### src/rtl/zynet_selftest_if.sv
// Bus bundle for the self-test sequencer: sample-memory read port, pixel stream and AXI-lite master.
// master = sequencer side, slave = memory / network / register-file side.
interface zynet_selftest_if #(
  parameter int DATA_WIDTH = 16,
  parameter int MEM_AW     = 20
);
  logic                  mem_rd_en;
  logic [MEM_AW-1:0]     mem_addr;
  logic [DATA_WIDTH-1:0] mem_rdata;

  logic [DATA_WIDTH-1:0] axis_out_data;
  logic                  axis_out_valid;
  logic                  axis_out_ready;

  logic [31:0]           m_axi_awaddr;
  logic                  m_axi_awvalid;
  logic                  m_axi_awready;
  logic [31:0]           m_axi_wdata;
  logic                  m_axi_wvalid;
  logic                  m_axi_wready;
  logic                  m_axi_bvalid;
  logic                  m_axi_bready;
  logic [31:0]           m_axi_araddr;
  logic                  m_axi_arvalid;
  logic                  m_axi_arready;
  logic [31:0]           m_axi_rdata;
  logic                  m_axi_rvalid;
  logic                  m_axi_rready;

  modport master (
    output mem_rd_en, mem_addr,
    input  mem_rdata,
    output axis_out_data, axis_out_valid,
    input  axis_out_ready,
    output m_axi_awaddr, m_axi_awvalid,
    input  m_axi_awready,
    output m_axi_wdata, m_axi_wvalid,
    input  m_axi_wready,
    input  m_axi_bvalid,
    output m_axi_bready,
    output m_axi_araddr, m_axi_arvalid,
    input  m_axi_arready,
    input  m_axi_rdata, m_axi_rvalid,
    output m_axi_rready
  );

  modport slave (
    input  mem_rd_en, mem_addr,
    output mem_rdata,
    input  axis_out_data, axis_out_valid,
    output axis_out_ready,
    input  m_axi_awaddr, m_axi_awvalid,
    output m_axi_awready,
    input  m_axi_wdata, m_axi_wvalid,
    output m_axi_wready,
    output m_axi_bvalid,
    input  m_axi_bready,
    input  m_axi_araddr, m_axi_arvalid,
    output m_axi_arready,
    output m_axi_rdata, m_axi_rvalid,
    input  m_axi_rready
  );
endinterface

### src/rtl/zynet_selftest.sv
// Self-test sequencer: soft-resets the network, streams each stored sample, waits for intr, reads and scores the result.
// Stream reaches one beat/cycle after 2 cycles; a 2-entry skid buffer absorbs axis_out_ready backpressure without loss.
module zynet_selftest #(
  parameter int DATA_WIDTH  = 16,
  parameter int NUM_INPUTS  = 784,
  parameter int MEM_AW      = 20,
  parameter int OUT_ADDR    = 8,
  parameter int SRST_ADDR   = 28,
  parameter int TIMEOUT_CYC = 1048576
) (
  input  logic                  s_axi_aclk,
  input  logic                  s_axi_aresetn,
  input  logic                  start,
  input  logic [15:0]           num_samples,
  input  logic                  intr,
  zynet_selftest_if.master      bus,
  output logic                  busy,
  output logic                  done,
  output logic [15:0]           right_cnt,
  output logic [15:0]           wrong_cnt,
  output logic [15:0]           timeout_cnt,
  output logic [DATA_WIDTH-1:0] last_result
);

  typedef enum logic [3:0] {
    IDLE, SRST_W, SRST_B, LABEL, STREAM, WAIT_INTR, RD_AR, RD_R, CMP, FIN
  } state_t;

  localparam int                IW       = $clog2(NUM_INPUTS + 1);
  localparam logic [MEM_AW-1:0] NI_A     = MEM_AW'(NUM_INPUTS);
  localparam logic [MEM_AW-1:0] STRIDE   = MEM_AW'(NUM_INPUTS + 1);
  localparam logic [IW-1:0]     NI_I     = IW'(NUM_INPUTS);
  localparam logic [IW-1:0]     LAST_IDX = IW'(NUM_INPUTS - 1);
  localparam logic [31:0]       TO_LAST  = 32'(TIMEOUT_CYC - 1);

  state_t                state, state_nxt;
  logic [15:0]           n_lat, cmpl;
  logic [MEM_AW-1:0]     base;
  logic [DATA_WIDTH-1:0] label;
  logic                  aw_done, w_done, lbl_wait;
  logic                  intr_q, pend;
  logic [31:0]           tcnt;
  logic [IW-1:0]         rd_idx, beat_idx;
  logic                  rd_q;
  logic [1:0]            sk_cnt;
  logic [DATA_WIDTH-1:0] sk0, sk1;

  logic       aw_hs, w_hs, pop, issue, sk_vld, timeout_hit, sample_end, last_sample;
  logic [1:0] occ;

  function automatic logic [15:0] sat_inc(input logic [15:0] v);
    return (v == 16'hFFFF) ? v : v + 16'd1;
  endfunction

  assign aw_hs  = (state == SRST_W) && !aw_done && bus.m_axi_awready;
  assign w_hs   = (state == SRST_W) && !w_done && bus.m_axi_wready;
  assign sk_vld = (sk_cnt != 2'd0);
  assign pop    = sk_vld && bus.axis_out_ready;
  // Occupancy one cycle ahead, counting the read already in flight; issue only if its data will fit.
  assign occ    = sk_cnt + {1'b0, rd_q} - {1'b0, pop};
  assign issue  = (state == STREAM) && (rd_idx != NI_I) && (occ < 2'd2);

  assign timeout_hit = (state == WAIT_INTR) && !pend && (tcnt == TO_LAST);
  assign sample_end  = (state == CMP) || timeout_hit;
  assign last_sample = ((cmpl + 16'd1) == n_lat);

  assign bus.axis_out_valid = sk_vld;
  assign bus.axis_out_data  = sk0;
  assign bus.m_axi_awaddr   = 32'(SRST_ADDR);
  assign bus.m_axi_wdata    = 32'd0;
  assign bus.m_axi_araddr   = 32'(OUT_ADDR);

  generate
    if (DATA_WIDTH < 32) begin : g_rdata_trunc
      logic rdata_hi_unused;
      assign rdata_hi_unused = ^bus.m_axi_rdata[31:DATA_WIDTH];
    end
  endgenerate

  always_ff @(posedge s_axi_aclk or negedge s_axi_aresetn) begin
    if (!s_axi_aresetn) state <= IDLE;
    else                state <= state_nxt;
  end

  always_comb begin
    state_nxt         = state;
    bus.mem_rd_en     = 1'b0;
    bus.mem_addr      = base + MEM_AW'(rd_idx);
    bus.m_axi_awvalid = 1'b0;
    bus.m_axi_wvalid  = 1'b0;
    bus.m_axi_bready  = 1'b0;
    bus.m_axi_arvalid = 1'b0;
    bus.m_axi_rready  = 1'b0;
    busy              = (state != IDLE);
    done              = 1'b0;
    case (state)
      IDLE:   if (start) state_nxt = SRST_W;
      SRST_W: begin
        bus.m_axi_awvalid = !aw_done;
        bus.m_axi_wvalid  = !w_done;
        if ((aw_done || aw_hs) && (w_done || w_hs)) state_nxt = SRST_B;
      end
      SRST_B: begin
        bus.m_axi_bready = 1'b1;
        if (bus.m_axi_bvalid) state_nxt = (n_lat == 16'd0) ? FIN : LABEL;
      end
      LABEL: begin
        bus.mem_addr  = base + NI_A;
        bus.mem_rd_en = !lbl_wait;
        if (lbl_wait) state_nxt = STREAM;
      end
      STREAM: begin
        bus.mem_rd_en = issue;
        if (pop && (beat_idx == LAST_IDX)) state_nxt = WAIT_INTR;
      end
      WAIT_INTR: begin
        if (pend)             state_nxt = RD_AR;
        else if (timeout_hit) state_nxt = last_sample ? FIN : LABEL;
      end
      RD_AR: begin
        bus.m_axi_arvalid = 1'b1;
        if (bus.m_axi_arready) state_nxt = RD_R;
      end
      RD_R: begin
        bus.m_axi_rready = 1'b1;
        if (bus.m_axi_rvalid) state_nxt = CMP;
      end
      CMP: state_nxt = last_sample ? FIN : LABEL;
      FIN: begin
        done      = 1'b1;
        state_nxt = IDLE;
      end
      default: state_nxt = IDLE;
    endcase
  end

  always_ff @(posedge s_axi_aclk or negedge s_axi_aresetn) begin
    if (!s_axi_aresetn) begin
      n_lat       <= '0;
      cmpl        <= '0;
      base        <= '0;
      label       <= '0;
      aw_done     <= 1'b0;
      w_done      <= 1'b0;
      lbl_wait    <= 1'b0;
      intr_q      <= 1'b0;
      pend        <= 1'b0;
      tcnt        <= '0;
      rd_idx      <= '0;
      beat_idx    <= '0;
      right_cnt   <= '0;
      wrong_cnt   <= '0;
      timeout_cnt <= '0;
      last_result <= '0;
    end else begin
      intr_q <= intr;
      // An early edge is held until WAIT_INTR consumes it; any exit from WAIT_INTR drops it.
      if (intr && !intr_q && (state != IDLE)) pend <= 1'b1;
      if ((state == WAIT_INTR) && (state_nxt != WAIT_INTR)) pend <= 1'b0;
      tcnt <= (state == WAIT_INTR) ? tcnt + 32'd1 : 32'd0;

      case (state)
        IDLE: if (start) begin
          n_lat       <= num_samples;
          cmpl        <= '0;
          base        <= '0;
          aw_done     <= 1'b0;
          w_done      <= 1'b0;
          right_cnt   <= '0;
          wrong_cnt   <= '0;
          timeout_cnt <= '0;
        end
        SRST_W: begin
          if (aw_hs) aw_done <= 1'b1;
          if (w_hs)  w_done  <= 1'b1;
        end
        LABEL: begin
          lbl_wait <= !lbl_wait;
          if (lbl_wait) begin
            label    <= bus.mem_rdata;
            rd_idx   <= '0;
            beat_idx <= '0;
          end
        end
        STREAM: begin
          if (issue) rd_idx   <= rd_idx + IW'(1);
          if (pop)   beat_idx <= beat_idx + IW'(1);
        end
        WAIT_INTR: if (timeout_hit) begin
          timeout_cnt <= sat_inc(timeout_cnt);
          wrong_cnt   <= sat_inc(wrong_cnt);
        end
        RD_R: if (bus.m_axi_rvalid) last_result <= bus.m_axi_rdata[DATA_WIDTH-1:0];
        CMP: begin
          if (last_result == label) right_cnt <= sat_inc(right_cnt);
          else                      wrong_cnt <= sat_inc(wrong_cnt);
        end
        default: ;
      endcase

      if (sample_end) begin
        base <= base + STRIDE;
        cmpl <= cmpl + 16'd1;
      end
    end
  end

  // Skid buffer: sk0 is the head presented on the stream, sk1 holds the overflow beat.
  always_ff @(posedge s_axi_aclk or negedge s_axi_aresetn) begin
    if (!s_axi_aresetn) begin
      rd_q   <= 1'b0;
      sk_cnt <= 2'd0;
      sk0    <= '0;
      sk1    <= '0;
    end else begin
      rd_q <= issue;
      case ({rd_q, pop})
        2'b10: begin
          if (sk_cnt == 2'd0) sk0 <= bus.mem_rdata;
          else                sk1 <= bus.mem_rdata;
          sk_cnt <= sk_cnt + 2'd1;
        end
        2'b01: begin
          sk0    <= sk1;
          sk_cnt <= sk_cnt - 2'd1;
        end
        2'b11: begin
          if (sk_cnt == 2'd1) sk0 <= bus.mem_rdata;
          else begin
            sk0 <= sk1;
            sk1 <= bus.mem_rdata;
          end
        end
        default: ;
      endcase
    end
  end

endmodule

### src/flat_wrapper.sv
// flat-port wrapper written by rule: the top's interface ports become plain ports
module zynet_selftest_flat 
#(
  parameter int DATA_WIDTH  = 16,
  parameter int NUM_INPUTS  = 784,
  parameter int MEM_AW      = 20,
  parameter int OUT_ADDR    = 8,
  parameter int SRST_ADDR   = 28,
  parameter int TIMEOUT_CYC = 1048576
)
  (s_axi_aclk, s_axi_aresetn, start, num_samples, intr, busy, done, right_cnt, wrong_cnt, timeout_cnt, last_result, bus_mem_rd_en, bus_mem_addr, bus_mem_rdata, bus_axis_out_data, bus_axis_out_valid, bus_axis_out_ready, bus_m_axi_awaddr, bus_m_axi_awvalid, bus_m_axi_awready, bus_m_axi_wdata, bus_m_axi_wvalid, bus_m_axi_wready, bus_m_axi_bvalid, bus_m_axi_bready, bus_m_axi_araddr, bus_m_axi_arvalid, bus_m_axi_arready, bus_m_axi_rdata, bus_m_axi_rvalid, bus_m_axi_rready);
  zynet_selftest_if #(.DATA_WIDTH(DATA_WIDTH), .MEM_AW(MEM_AW)) bus_i ();
  input  logic s_axi_aclk;
  input  logic s_axi_aresetn;
  input  logic start;
  input  logic [15:0] num_samples;
  input  logic intr;
  output logic busy;
  output logic done;
  output logic [15:0] right_cnt;
  output logic [15:0] wrong_cnt;
  output logic [15:0] timeout_cnt;
  output logic [DATA_WIDTH-1:0] last_result;
  output wire logic [$bits(bus_i.mem_rd_en)-1:0] bus_mem_rd_en;
  output wire logic [$bits(bus_i.mem_addr)-1:0] bus_mem_addr;
  input wire logic [$bits(bus_i.mem_rdata)-1:0] bus_mem_rdata;
  output wire logic [$bits(bus_i.axis_out_data)-1:0] bus_axis_out_data;
  output wire logic [$bits(bus_i.axis_out_valid)-1:0] bus_axis_out_valid;
  input wire logic [$bits(bus_i.axis_out_ready)-1:0] bus_axis_out_ready;
  output wire logic [$bits(bus_i.m_axi_awaddr)-1:0] bus_m_axi_awaddr;
  output wire logic [$bits(bus_i.m_axi_awvalid)-1:0] bus_m_axi_awvalid;
  input wire logic [$bits(bus_i.m_axi_awready)-1:0] bus_m_axi_awready;
  output wire logic [$bits(bus_i.m_axi_wdata)-1:0] bus_m_axi_wdata;
  output wire logic [$bits(bus_i.m_axi_wvalid)-1:0] bus_m_axi_wvalid;
  input wire logic [$bits(bus_i.m_axi_wready)-1:0] bus_m_axi_wready;
  input wire logic [$bits(bus_i.m_axi_bvalid)-1:0] bus_m_axi_bvalid;
  output wire logic [$bits(bus_i.m_axi_bready)-1:0] bus_m_axi_bready;
  output wire logic [$bits(bus_i.m_axi_araddr)-1:0] bus_m_axi_araddr;
  output wire logic [$bits(bus_i.m_axi_arvalid)-1:0] bus_m_axi_arvalid;
  input wire logic [$bits(bus_i.m_axi_arready)-1:0] bus_m_axi_arready;
  input wire logic [$bits(bus_i.m_axi_rdata)-1:0] bus_m_axi_rdata;
  input wire logic [$bits(bus_i.m_axi_rvalid)-1:0] bus_m_axi_rvalid;
  output wire logic [$bits(bus_i.m_axi_rready)-1:0] bus_m_axi_rready;
  assign bus_mem_rd_en = bus_i.mem_rd_en;
  assign bus_mem_addr = bus_i.mem_addr;
  assign bus_i.mem_rdata = bus_mem_rdata;
  assign bus_axis_out_data = bus_i.axis_out_data;
  assign bus_axis_out_valid = bus_i.axis_out_valid;
  assign bus_i.axis_out_ready = bus_axis_out_ready;
  assign bus_m_axi_awaddr = bus_i.m_axi_awaddr;
  assign bus_m_axi_awvalid = bus_i.m_axi_awvalid;
  assign bus_i.m_axi_awready = bus_m_axi_awready;
  assign bus_m_axi_wdata = bus_i.m_axi_wdata;
  assign bus_m_axi_wvalid = bus_i.m_axi_wvalid;
  assign bus_i.m_axi_wready = bus_m_axi_wready;
  assign bus_i.m_axi_bvalid = bus_m_axi_bvalid;
  assign bus_m_axi_bready = bus_i.m_axi_bready;
  assign bus_m_axi_araddr = bus_i.m_axi_araddr;
  assign bus_m_axi_arvalid = bus_i.m_axi_arvalid;
  assign bus_i.m_axi_arready = bus_m_axi_arready;
  assign bus_i.m_axi_rdata = bus_m_axi_rdata;
  assign bus_i.m_axi_rvalid = bus_m_axi_rvalid;
  assign bus_m_axi_rready = bus_i.m_axi_rready;
  zynet_selftest #(.DATA_WIDTH(DATA_WIDTH), .NUM_INPUTS(NUM_INPUTS), .MEM_AW(MEM_AW), .OUT_ADDR(OUT_ADDR), .SRST_ADDR(SRST_ADDR), .TIMEOUT_CYC(TIMEOUT_CYC)) u_core (.s_axi_aclk(s_axi_aclk), .s_axi_aresetn(s_axi_aresetn), .start(start), .num_samples(num_samples), .intr(intr), .bus(bus_i), .busy(busy), .done(done), .right_cnt(right_cnt), .wrong_cnt(wrong_cnt), .timeout_cnt(timeout_cnt), .last_result(last_result));
endmodule
### config.mk
export PLATFORM = sky130hd
export DESIGN_NAME = zynet_selftest_flat
export DESIGN_NICKNAME = d
export VERILOG_FILES = /design/src/rtl/zynet_selftest_if.sv /design/src/rtl/zynet_selftest.sv /design/src/flat_wrapper.sv
export SDC_FILE = /design/constraint.sdc
export NUM_CORES = 1
export LEC_CHECK = 0
export BUFFER_PORTS_ARGS = -buffer_cell sky130_fd_sc_hd__clkbuf_2
export CAP_MARGIN = 20
export CELL_PAD_IN_SITES_DETAIL_PLACEMENT = 1
export CELL_PAD_IN_SITES_GLOBAL_PLACEMENT = 2
export CORE_MARGIN = 2
export CORE_UTILIZATION = 36
export DETAILED_ROUTE_END_ITERATION = 8
export PLACE_DENSITY = 0.95
export SYNTH_ARGS = -nofsm -noshare
export SYNTH_HDL_FRONTEND = slang
export SYNTH_SLANG_ARGS = --single-unit
### constraint.sdc
create_clock -name s_axi_aclk -period 6.2 [get_ports s_axi_aclk]
set_input_delay 1.55 -clock s_axi_aclk [delete_from_list [all_inputs] [get_ports s_axi_aclk]]
set_output_delay 1.55 -clock s_axi_aclk [all_outputs]
set_load 0.005 [all_outputs]
==> out/qor.log <==
qor: finish.layout-drive-gt1-share 17.3%
qor: setup_path.critical_setup_path_class in2out
qor: clocking.clk_transition_reported_paths 0.06 ns
qor: sta.tightestPinTransition 1.02 ns
qor: route.post_detailed_routing_wire_length 35.0 mm
qor: power_and_ir_drop.power_per_cell_area 375 nW/um^2
qor: logic_synthesis.synth-warning-count 0
qor: die.dieWidth 194 um
qor: die.die_height 194 um
qor: route.routed-via-count 10568
qor: setup_path.worstPathBufferInverterCount 2
qor: route.drt-vias-per-instance 5.15
qor: grt.globalRouteOverflowTotal 0
qor: setup_path.critical_path_required 4.65 ns
qor: die.std_cell_rows 69
qor: clocking.clkLatencyLatePin 0.56 ns
qor: clocking.cts_max_level 1
qor: sta.timing.final.max_slew_violations 0
qor: route.detail-route-antenna-nets 0
qor: sta.min_period_over_period 78.0%
qor: route.detail_route.iter0.violations 494
qor: clocking.ctsRootBufferMaster sky130_fd_sc_hd__clkbuf_16
qor: logic_synthesis.synth-adder-area-share 2.67%
qor: logic_synthesis.yosys-top-cells-area sky130_fd_sc_hd__dfrtp_1, sky130_fd_sc_hd__nand2_1, sky130_fd_sc_hd__buf_4
qor: logic_synthesis.synth_compound_gate_area_share 10.5%
qor: sta.grt_setup_unrepaired false
qor: power_and_ir_drop.power_leakage 0.00696 uW
qor: setup_path.crit_family simple AND/OR/NAND/NOR gates
qor: clocking.post-cts-setup-buffer-count 0
qor: place.post-place-ws 1.35 ns
qor: setup_path.critPathLaunchType input pin
qor: setup_path.worstPathCellList clkbuf_2 -> nor2b_1 -> ha_1 -> xor2_1 -> xnor2_1 -> nand3_1 -> o21ai_0 -> clkbuf_2
qor: setup_path.path_common_cell sky130_fd_sc_hd__clkbuf_2
qor: grt.grt.total_usage 18.4%
qor: logic_synthesis.post_synthesis_share_of_cell_area_spent_on_and_or_nand_and_nor_gates 21.7%
qor: die.num_io_pins 279
qor: logic_synthesis.yosys.cell_count.top_type sky130_fd_sc_hd__dfrtp_1
qor: logic_synthesis.synth-edff-count 0
qor: die.area_of_the_core 35500 um^2
qor: clocking.cts-resized-gates 0
qor: finish.finalNetCount 1669
qor: finish.area_growth_from_synthesis_to_final_layout 15.0%
qor: logic_synthesis.synthArstFlopShare 100%
qor: clocking.cts-hold-fix-buffers 0
qor: setup_path.worstPathMaxFanout 6
qor: grt.grt_max_degree 131
qor: sta.setup-tns-final 0 ns
qor: setup_path.crit_arrival 3.29 ns
qor: sta.final_critical_path_setup_slack 1.36 ns
qor: setup_path.critical-path-max-stage-delay 0.40 ns
qor: logic_synthesis.post_synth_mux_area_share 3.57%
qor: logic_synthesis.main_combinational_cell_family_by_area_after_synthesis simple AND/OR/NAND/NOR gates
qor: logic_synthesis.yosys_top_cell_by_area sky130_fd_sc_hd__dfrtp_1
qor: power_and_ir_drop.max-vdd-ir-drop 282 uV
qor: logic_synthesis.netlist_area 12900 um^2
qor: run_status.outcome complete, no violations
qor: logic_synthesis.yosys.area.top_type_share 44.1%
qor: power_and_ir_drop.p_total 5590 uW
qor: sta.max_slew_margin 32.2%
qor: setup_path.crit_slowest_cell sky130_fd_sc_hd__nor2b_1
qor: sta.post-route-min-period 4.84 ns
qor: clocking.cts_tree done
qor: place.place.gp.congestion 0.821
qor: sta.finalHoldWorstSlack 0.493 ns
qor: place.place_hpwl 24.8 mm
qor: clocking.clock_sink_count 228
qor: clocking.tritoncts.num_buffers 28
qor: grt.grt_antenna_before_repair 3
qor: flow_run.maxCapViolCount 0
qor: route.detail_route.wl_per_cell 17.1 um
qor: grt.grt_pass1_vias 10824
qor: logic_synthesis.synth_ff_type sky130_fd_sc_hd__dfrtp_1
qor: logic_synthesis.synth.ff_latch_count 228
qor: place.portBuffers 166
qor: sta.fmaxAchievable 0.207 GHz
qor: grt.grt_pass1_wl 57.9 mm
qor: sta.timing.final.hold_violations 0
qor: worst_hold_path.worstHoldPathType reg2reg
qor: route.drcViolationCount 0
qor: route.firstDrtPassIters 4
qor: logic_synthesis.syn_avg_cell_area 9.07 um^2
qor: sta.skew 0.0201 ns
qor: logic_synthesis.post_synth_inst_count 1428
qor: die.full_die_area 37500 um^2
qor: logic_synthesis.synthXorXnorAreaFrac 9.00%
qor: setup_path.cp_endpoint_kind output port
qor: clocking.clock_tree.buffer_depth 3
qor: logic_synthesis.synth_top_cells_by_count sky130_fd_sc_hd__dfrtp_1, sky130_fd_sc_hd__nand2_1, sky130_fd_sc_hd__nor2_1
qor: sta.finalSetupViolCount 0
qor: logic_synthesis.synth_sequential_area_ratio 44.1%
qor: die.initial_utilization 36.5%
qor: logic_synthesis.synth_cell_type_count 73
flip-flops by register name, indices dropped and copies added, names as in the netlist, 2 cells and up:
name	cells
u_core.rd_idx	10
u_core.n_lat	16
u_core.last_result	16
u_core.bus.axis_out_data	16
u_core.sk1	16
u_core.wrong_cnt	16
u_core.label	16
u_core.tcnt	32
u_core.state	4
u_core.base	20
u_core.sk_cnt	2
u_core.beat_idx	10
u_core.cmpl	16
u_core.timeout_cnt	16
u_core.right_cnt	16
metrics by stage:
stage	util, %	cell area [um^2]	std cells
after floorplan	-	13300	1522
after global placement	39.0	13800	1998
after detailed placement	39.0	13800	1998
after CTS	41.9	14900	2050
after global routing	42.0	14900	2052
final	42.0	14900	2053
report_power, final:
| part | leakage [uW] | internal (uW) | switching, uW |
|---|---|---|---|
| logic | 0.00342 | 681 | 902 |
| registers | 0.00303 | 1820 | 382 |
| clock network | 0.000510 | 1140 | 666 |
worst register-to-register path, stage by stage (launching register included):
cell and delay, ns:
sky130_fd_sc_hd__dfrtp_1 0.39, sky130_fd_sc_hd__ha_1 0.20, sky130_fd_sc_hd__nand3_1 0.25, sky130_fd_sc_hd__or3_4 0.48, sky130_fd_sc_hd__nor4_4 0.60, sky130_fd_sc_hd__or2_1 0.85, sky130_fd_sc_hd__nor2_2 0.41, sky130_fd_sc_hd__o21ai_1 0.26
sky130_fd_sc_hd__o31ai_1 0.10
metal layers:
layer,part of all wire (%),vias to the layer above,global-route usage (%)
met3,6.3,44,4.64
met4,1.9,2,4.18
li1,-,5022,-
met5,0.037,-,0
met1,45,5269,24.8
met2,47,231,30.0
logic make-up after synthesis:
| kind of cell | after synthesis |
|---|---|
| muxes | 42 |
| xor gates and xnor gates | 133 |
| buffers and inverters | 190 |
| and+or+nand+nor | 582 |
| adders and majority gates | 27 |
| other | 2 |
| AOI/OAI and AO/OA | 224 |
| DFF | 228 |
cell type report:
type                            instances  area [um^2]
Clock inverter                         16          250
Timing Repair Buffer                  176          936
Multi-Input combinational cell       1104         6520
Fill cell                            4138        20600
Clock buffer                           36          781
Antenna cell                            2         5.00
Tap cell                              461          577
Inverter                               30          113
Sequential cell                       228         5710
path summary, 6_finish.rpt:
check                      slack (ns)  cells past startpoint                                 endpoint                                    start
setup / recovery                 1.36                      8                            bus_mem_rd_en                       bus_axis_out_ready
hold / removal                   0.49                      2  u_core.bus.axis_out_data[5]$_DFFE_PN0P_  u_core.bus.axis_out_data[5]$_DFFE_PN0P_
setup reg to reg                 2.52                      8              u_core.cmpl[12]$_DFFE_PN0P_                 u_core.tcnt[0]$_DFF_PN0_
hold reg to reg                  0.49                      2  u_core.bus.axis_out_data[5]$_DFFE_PN0P_  u_core.bus.axis_out_data[5]$_DFFE_PN0P_
max in group asynchronous        4.00                      2          u_core.wrong_cnt[4]$_DFFE_PN0P_                            s_axi_aresetn
min in group asynchronous        1.13                      1                u_core.sk1[1]$_DFFE_PN0P_                            s_axi_aresetn
placed cells by master (no fill, tap or decap), drive strengths merged, types with 3 or more instances in the layout:
cell / instances
or2: 3
clkinv: 8
o21ai: 94
a22oi: 17
a21o: 6
buf: 11
nand2: 223
and3: 23
nor4: 18
nor2: 120
or3: 13
and2: 14
dfrtp: 228
clkbuf: 201
conb: 96
a41oi: 3
mux2: 33
or4: 8
mux2i: 9
nor2b: 7
nand3: 60
a211oi: 7
nand2b: 6
a31oi: 6
and4: 9
o31ai: 18
nor4bb: 3
inv: 31
nor4b: 5
bufinv: 6
a21oi: 47
nor3: 19
xnor2: 71
xor2: 62
nor3b: 5
ha: 26
o211ai: 4
nand4: 40
Note: power is estimated with default switching activity, not from simulation.
